<file path="config.mk">
export PLATFORM = sky130hd
export DESIGN_NAME = slurm32_cpu_execute_mem
export DESIGN_NICKNAME = d
export VERILOG_FILES = /design/src/rtl/slurm32_cpu_pkg.sv /design/src/rtl/slurm32_load_extend.sv /design/src/rtl/slurm32_cpu_execute_mem.sv
export SDC_FILE = /design/constraint.sdc
export NUM_CORES = 1
export LEC_CHECK = 0
export CORE_ASPECT_RATIO = 0.75
export CORE_UTILIZATION = 24
export CTS_BUF_LIST = sky130_fd_sc_hd__clkbuf_4
export CTS_CLUSTER_DIAMETER = 80
export CTS_CLUSTER_SIZE = 16
export DETAILED_ROUTE_END_ITERATION = 10
export HOLD_SLACK_MARGIN = 0.03
export PLACE_DENSITY = 0.52
export REMOVE_ABC_BUFFERS = 1
export SYNTH_ARGS = -nofsm -noshare
export SYNTH_HDL_FRONTEND = slang
export SYNTH_SLANG_ARGS = --single-unit
</file>
<file path="constraint.sdc">
create_clock -name CLK -period 4.2 [get_ports CLK]
set_input_delay 0.84 -clock CLK [delete_from_list [all_inputs] [get_ports CLK]]
set_output_delay 0.84 -clock CLK [all_outputs]
set_load 0.01 [all_outputs]
</file>
<file path="src/rtl/slurm32_cpu_pkg.sv">
// Shared slurm32 CPU definitions: load/store size encodings, memory-stage
// state encodings and the alignment rule.
package slurm32_cpu_pkg;

   typedef enum logic [1:0] {
      SIZE_BYTE  = 2'd0,
      SIZE_HALF  = 2'd1,
      SIZE_WORD  = 2'd2,
      SIZE_DWORD = 2'd3
   } ls_size_e;

   typedef enum logic [1:0] {
      ST_IDLE   = 2'd0,
      ST_REQ    = 2'd1,
      ST_WAIT_R = 2'd2
   } mem_state_e;

   // A dword access on a 32-bit datapath is treated as misaligned.
   function automatic logic is_misaligned(input ls_size_e   size,
                                          input logic [2:0] addr_lo,
                                          input logic       has_dword);
      logic bad;
      case (size)
         SIZE_BYTE: bad = 1'b0;
         SIZE_HALF: bad = addr_lo[0];
         SIZE_WORD: bad = |addr_lo[1:0];
         default:   bad = !has_dword || (|addr_lo);
      endcase
      return bad;
   endfunction

endpackage

</file>
<file path="src/rtl/slurm32_load_extend.sv">
// Selects the addressed lane of a read word and zero/sign-extends it to the
// full datapath width. Purely combinational.
module slurm32_load_extend
   import slurm32_cpu_pkg::*;
#(
   parameter int BITS = 32
) (
   input  logic [BITS-1:0]            rdata,
   input  logic [$clog2(BITS/8)-1:0]  lane_off,
   input  ls_size_e                   size,
   input  logic                       sign_ext,
   output logic [BITS-1:0]            data
);

   logic [BITS-1:0] shifted;

   // NOTE: every output of an always_comb gets a default first, so no path leaves it unassigned and no latch is inferred.
   always_comb begin
      shifted = rdata >> {lane_off, 3'b000};
      data    = shifted;
      case (size)
         SIZE_BYTE: data = sign_ext ? BITS'($signed(shifted[7:0]))  : BITS'(shifted[7:0]);
         SIZE_HALF: data = sign_ext ? BITS'($signed(shifted[15:0])) : BITS'(shifted[15:0]);
         SIZE_WORD: data = sign_ext ? BITS'($signed(shifted[31:0])) : BITS'(shifted[31:0]);
         default:   data = shifted;
      endcase
   end

endmodule

</file>
<file path="src/rtl/slurm32_cpu_execute_mem.sv">
// Execute-stage load/store unit: computes the effective address, issues one
// bus request per access, and writes back extended load data.
module slurm32_cpu_execute_mem
   import slurm32_cpu_pkg::*;
#(
   parameter int BITS          = 32,
   parameter int ADDRESS_BITS  = 32,
   parameter int IMM_BITS      = 24,
   parameter int REGISTER_BITS = 4
) (
   input  logic                                        CLK,
   input  logic                                        RSTb,
   input  logic                                        ls_valid,
   input  logic                                        ls_is_store,
   input  logic [1:0]                                  ls_size,
   input  logic                                        ls_signed,
   input  logic [REGISTER_BITS-1:0]                    ls_dest,
   input  logic [BITS-1:0]                             regA,
   input  logic [BITS-1:0]                             regB,
   input  logic [IMM_BITS-1:0]                         imm_reg,
   output logic                                        bus_valid,
   input  logic                                        bus_ready,
   output logic                                        bus_write,
   output logic [ADDRESS_BITS-$clog2(BITS/8)-1:0]      bus_address,
   output logic [BITS-1:0]                             bus_wdata,
   output logic [BITS/8-1:0]                           bus_mask,
   input  logic                                        bus_rvalid,
   input  logic [BITS-1:0]                             bus_rdata,
   output logic                                        stall,
   output logic                                        wb_valid,
   output logic [REGISTER_BITS-1:0]                    wb_reg,
   output logic [BITS-1:0]                             wb_data,
   output logic                                        align_fault
);

   localparam int LANES    = BITS / 8;
   localparam int OFF_BITS = $clog2(LANES);
   localparam int WADDR_W  = ADDRESS_BITS - OFF_BITS;

   mem_state_e               state_q, state_d;
   logic                     bus_valid_q, bus_valid_d;
   logic                     write_q, write_d;
   logic [WADDR_W-1:0]       addr_q, addr_d;
   logic [OFF_BITS-1:0]      off_q, off_d;
   logic [LANES-1:0]         mask_q, mask_d;
   logic [BITS-1:0]          wdata_q, wdata_d;
   ls_size_e                 size_q, size_d;
   logic                     signed_q, signed_d;
   logic [REGISTER_BITS-1:0] dest_q, dest_d;
   logic                     wb_valid_q, wb_valid_d;
   logic [REGISTER_BITS-1:0] wb_reg_q, wb_reg_d;
   logic [BITS-1:0]          wb_data_q, wb_data_d;
   logic                     align_fault_q, align_fault_d;

   ls_size_e                 req_size;
   logic [ADDRESS_BITS-1:0]  eff_addr;
   logic                     misaligned;
   logic [LANES-1:0]         mask_base;
   logic [BITS-1:0]          lane_data;
   logic [BITS-1:0]          load_data;

   assign req_size   = ls_size_e'(ls_size);
   assign eff_addr   = ADDRESS_BITS'(regA) + ADDRESS_BITS'(imm_reg);
   assign misaligned = is_misaligned(req_size, eff_addr[2:0], BITS == 64);

   // Stall is combinational so the upstream stage freezes in the acceptance cycle.
   assign stall = (state_q != ST_IDLE) || (ls_valid && !misaligned);

   slurm32_load_extend #(.BITS(BITS)) u_load_extend (
      .rdata    (bus_rdata),
      .lane_off (off_q),
      .size     (size_q),
      .sign_ext (signed_q),
      .data     (load_data)
   );

   always_comb begin
      mask_base = '1;
      lane_data = regB;
      case (req_size)
         SIZE_BYTE: begin
            mask_base = LANES'(1);
            lane_data = {LANES{regB[7:0]}};
         end
         SIZE_HALF: begin
            mask_base = LANES'(3);
            lane_data = {(LANES/2){regB[15:0]}};
         end
         SIZE_WORD: begin
            mask_base = LANES'(15);
            lane_data = {(LANES/4){regB[31:0]}};
         end
         default: ;
      endcase
   end

   always_comb begin
      state_d       = state_q;
      bus_valid_d   = bus_valid_q;
      write_d       = write_q;
      addr_d        = addr_q;
      off_d         = off_q;
      mask_d        = mask_q;
      wdata_d       = wdata_q;
      size_d        = size_q;
      signed_d      = signed_q;
      dest_d        = dest_q;
      wb_valid_d    = 1'b0;
      wb_reg_d      = wb_reg_q;
      wb_data_d     = wb_data_q;
      align_fault_d = 1'b0;

      case (state_q)
         ST_IDLE: begin
            if (ls_valid && misaligned) begin
               align_fault_d = 1'b1;
            end else if (ls_valid) begin
               state_d     = ST_REQ;
               bus_valid_d = 1'b1;
               write_d     = ls_is_store;
               addr_d      = eff_addr[ADDRESS_BITS-1:OFF_BITS];
               off_d       = eff_addr[OFF_BITS-1:0];
               mask_d      = mask_base << eff_addr[OFF_BITS-1:0];
               wdata_d     = lane_data;
               size_d      = req_size;
               signed_d    = ls_signed;
               dest_d      = ls_dest;
            end
         end
         ST_REQ: begin
            // Read data arriving alongside bus_ready is not ours yet and is dropped.
            if (bus_ready) begin
               bus_valid_d = 1'b0;
               state_d     = write_q ? ST_IDLE : ST_WAIT_R;
            end
         end
         ST_WAIT_R: begin
            if (bus_rvalid) begin
               wb_valid_d = 1'b1;
               wb_reg_d   = dest_q;
               wb_data_d  = load_data;
               state_d    = ST_IDLE;
            end
         end
         default: state_d = ST_IDLE;
      endcase
   end

   // NOTE: sequential state uses non-blocking assignments so every flop samples pre-edge values.
   always_ff @(posedge CLK) begin
      if (!RSTb) begin
         state_q       <= ST_IDLE;
         bus_valid_q   <= 1'b0;
         write_q       <= 1'b0;
         addr_q        <= '0;
         off_q         <= '0;
         mask_q        <= '0;
         wdata_q       <= '0;
         size_q        <= SIZE_BYTE;
         signed_q      <= 1'b0;
         dest_q        <= '0;
         wb_valid_q    <= 1'b0;
         wb_reg_q      <= '0;
         wb_data_q     <= '0;
         align_fault_q <= 1'b0;
      end else begin
         state_q       <= state_d;
         bus_valid_q   <= bus_valid_d;
         write_q       <= write_d;
         addr_q        <= addr_d;
         off_q         <= off_d;
         mask_q        <= mask_d;
         wdata_q       <= wdata_d;
         size_q        <= size_d;
         signed_q      <= signed_d;
         dest_q        <= dest_d;
         wb_valid_q    <= wb_valid_d;
         wb_reg_q      <= wb_reg_d;
         wb_data_q     <= wb_data_d;
         align_fault_q <= align_fault_d;
      end
   end

   assign bus_valid   = bus_valid_q;
   assign bus_write   = write_q;
   assign bus_address = addr_q;
   assign bus_mask    = mask_q;
   assign bus_wdata   = wdata_q;
   assign wb_valid    = wb_valid_q;
   assign wb_reg      = wb_reg_q;
   assign wb_data     = wb_data_q;
   assign align_fault = align_fault_q;

endmodule

</file>
==> results.tsv <==
metric	value	unit
synthMuxAreaShare	0.0556	
cp.required	3360	ps
clkLatencyLatePin	530	ps
viasPerCell	4.80	
clock_path_buffers	2	
dieArea	0.0277	sq mm
peakVddDrop	0.000149	V
status	finished, final reports clean	
grt_pass1_vias	6350	
ios	240	
synth_top_family_by_area	compound AO/OA/AOI/OAI gates	
place.gp.congestion	0.816	
synth_warnings	0	
p_leak	3.45	nW
slowest_delay	530	ps
finalSetupViolations	0	
cellPowerDensity	308	mW/mm^2
end_kind	output port	
cpMostUsedCell	clkdlybuf4s50_1	
die_x	192	um
die_height	144	um
cpLargestDelayFamily	buffers and inverters	
placed_area	0.00919	sq mm
ctsRootBufferMaster	clkbuf_4	
final_antenna_net_count	0	
grt_use_met3	0.0524	
ys_top_cells_by_count	117 x dfxtp_1, 111 x nand2_1, 89 x a21oi_1	
rsz0062_at_grt	false	
grt_pass1_wl	36200	um
synth.most_common_cell	dfxtp_1	
cts_tree	yes	
layout-drive-gt1-share	0.0710	
critPathLaunchType	input pin	
syn_inst	817	
placementRows	51	
overflow	0	
num_vias	6663	
fmax	0.250	GHz
ys_seq_elements	117	
hpwl	17200	um
use_met1	0.247	
fin_util	0.362	
antenna_found_initial	3	
synth_top_cell_by_area	dfxtp_1	
clk_pin_slew	130	ps
synth-adder-area-share	0.0494	
drv_slew	0	
critPathArrivalTime	3160	ps
synth-seq-area-share	0.361	
design_area	0.00948	sq mm
post_cts.repair.setup_buffers	0	
io_buffers	239	
synthFlopType	dfxtp_1	
cts-buffers-inserted	17	
cpMaxStageDelayCell	clkdlybuf4s50_1	
initialDrtViolationCount	419	
async_flop_share	0	
dp_slack	147	ps
synth_xor_area_frac	0.0243	
grt_usage	0.170	
core-area	0.0262	sq mm
cts_sinks	117	
period_needed	4000	ps
synth_edf_count	0	
ys_types	67	
crit_path_cell_trace	clkdlybuf4s50_1 > ha_1 > fa_1 > o21a_1 > o22ai_2 > nand2_2 > nand2_1 > clkdlybuf4s50_1	
hold_viol	0	
syn-cell-area	0.00648	sq mm
fin_nets	1187	
drc	0	
grt-busiest-layer	met1	
worst_pin_slew	824	ps
fin_skew	16.6	ps
htree_levels	4	
grt_util_met2	0.246	
avgSynthCellArea	7.93	sq um
synth_top_cell_area_share	0.361	
fin_crit_sh	0.952	
syn_to_final_growth	46.3	%
critPathKind	in2out	
rrSetupSlack	1840	ps
synth-compound-area-share	0.258	
yosys-top-cells-area	dfxtp_1 36%, a21oi_1 6.9%, nand2_1 6.4%, mux2i_1 5.6%, o21ai_0 5.0%	
yosys.area_share.simple	0.208	
wl_per_cell	17.1	um
finalWorstSetupSlack	203	ps
hold_class	reg2reg	
relSlewSlack	0.450	
first_pass_iters	5	
crit_fanout	4	
worst-path-buf-inv	2	
cap_violations	0	
initial_core_util	0.247	
wl	23800	um
grt_max_degree	72	
==> stage by stage <==
step	hold slack (ps)	power [mW]	instances	setup TNS (ps)
global route	485	3.10	1387	0
finish	450	2.92	1389	0
global placement	440	2.08	1354	0
detailed placement	448	2.08	1354	0
CTS	448	2.97	1386	0
floorplan	432	1.65	756	-26350
==> worst paths after layout <==
path,from,to,cells after the start
setup / recovery,regA[0],stall,8
hold / removal,dest_q[0],wb_reg[0],2
setup reg to reg,off_q[1],wb_data[26],7
hold reg to reg,dest_q[0],wb_reg[0],2
==> cell families (layout without fill, tap and decap cells) <==
kind of cell | after synthesis | after routing
flops | 117 | 117
compound gates | 261 | 261
simple gates | 291 | 291
xor+xnor | 18 | 18
mux | 36 | 36
buf+inv | 69 | 294
fa+ha+maj | 25 | 25
other cells | 0 | 3
==> worst register-to-register path: stages, from the launching register on <==
cell,delay (ps)
dfxtp_1,640
mux2i_1,310
a21oi_1,160
a31oi_2,530
o31ai_2,140
buf_4,230
a21oi_1,200
nor2_1,80
==> cell type report <==
cell class	count	area, sq um
fill	2752	16700
tap	344	430
sequential	117	2340
timing repair buffer	254	2510
inverter	8	30.0
clock buffer	17	128
multi-input combinational	631	3880
antenna	3	7.51
clock inverter	15	154
==> cells in the final DEF, fill, tap and decap left out, types with 3 or more instances in the layout <==
master | netlist | layout
o21a_1 | 4 | 4
dfxtp_1 | 117 | 117
nor3_1 | 11 | 11
inv_1 | 7 | 7
clkinvlp_4 | 0 | 3
and4_1 | 3 | 3
nand2_1 | 111 | 110
a311oi_1 | 11 | 11
xnor2_1 | 9 | 9
o221a_2 | 9 | 9
buf_4 | 0 | 14
inv_6 | 0 | 4
or3_1 | 6 | 6
clkdlybuf4s50_1 | 0 | 237
a21boi_0 | 3 | 3
nor4b_1 | 3 | 3
clkinv_2 | 0 | 3
a31oi_1 | 4 | 4
a21o_1 | 3 | 3
ha_1 | 24 | 24
nand3_1 | 20 | 19
clkbuf_4 | 0 | 17
a211oi_1 | 25 | 25
a211o_1 | 3 | 3
o211ai_1 | 9 | 9
diode_2 | 0 | 3
xor2_1 | 9 | 9
o211a_1 | 4 | 4
o21ai_0 | 65 | 65
nor2b_1 | 13 | 13
nor2_1 | 73 | 72
and3_1 | 6 | 6
nand2b_1 | 4 | 4
nand4_1 | 10 | 10
o21ai_1 | 6 | 6
a21oi_1 | 89 | 89
mux2i_1 | 36 | 36
and2_1 | 19 | 19
==> timing repair <==
action / 4_1_cts / 5_1_grt
endpoints found under the hold margin: 0 / 0
gates resized for setup: 0 / 1
setup endpoints to repair: 0 / 1
hold buffers: 0 / 0
==> power breakdown <==
group / internal [mW] / switching [mW] / total, mW
sequential: 1.18 / 0.0457 / 1.23
combinational: 0.410 / 0.423 / 0.833
clock: 0.357 / 0.509 / 0.865
total: 1.95 / 0.977 / 2.92
==> layer usage <==
metal / vias to the layer above / part of all wire
met5: - / 0.00055
met4: 2 / 0.0057
met3: 10 / 0.070
met2: 177 / 0.41
met1: 3081 / 0.51
li1: 3393 / -
(Power assumes the default switching activity.)
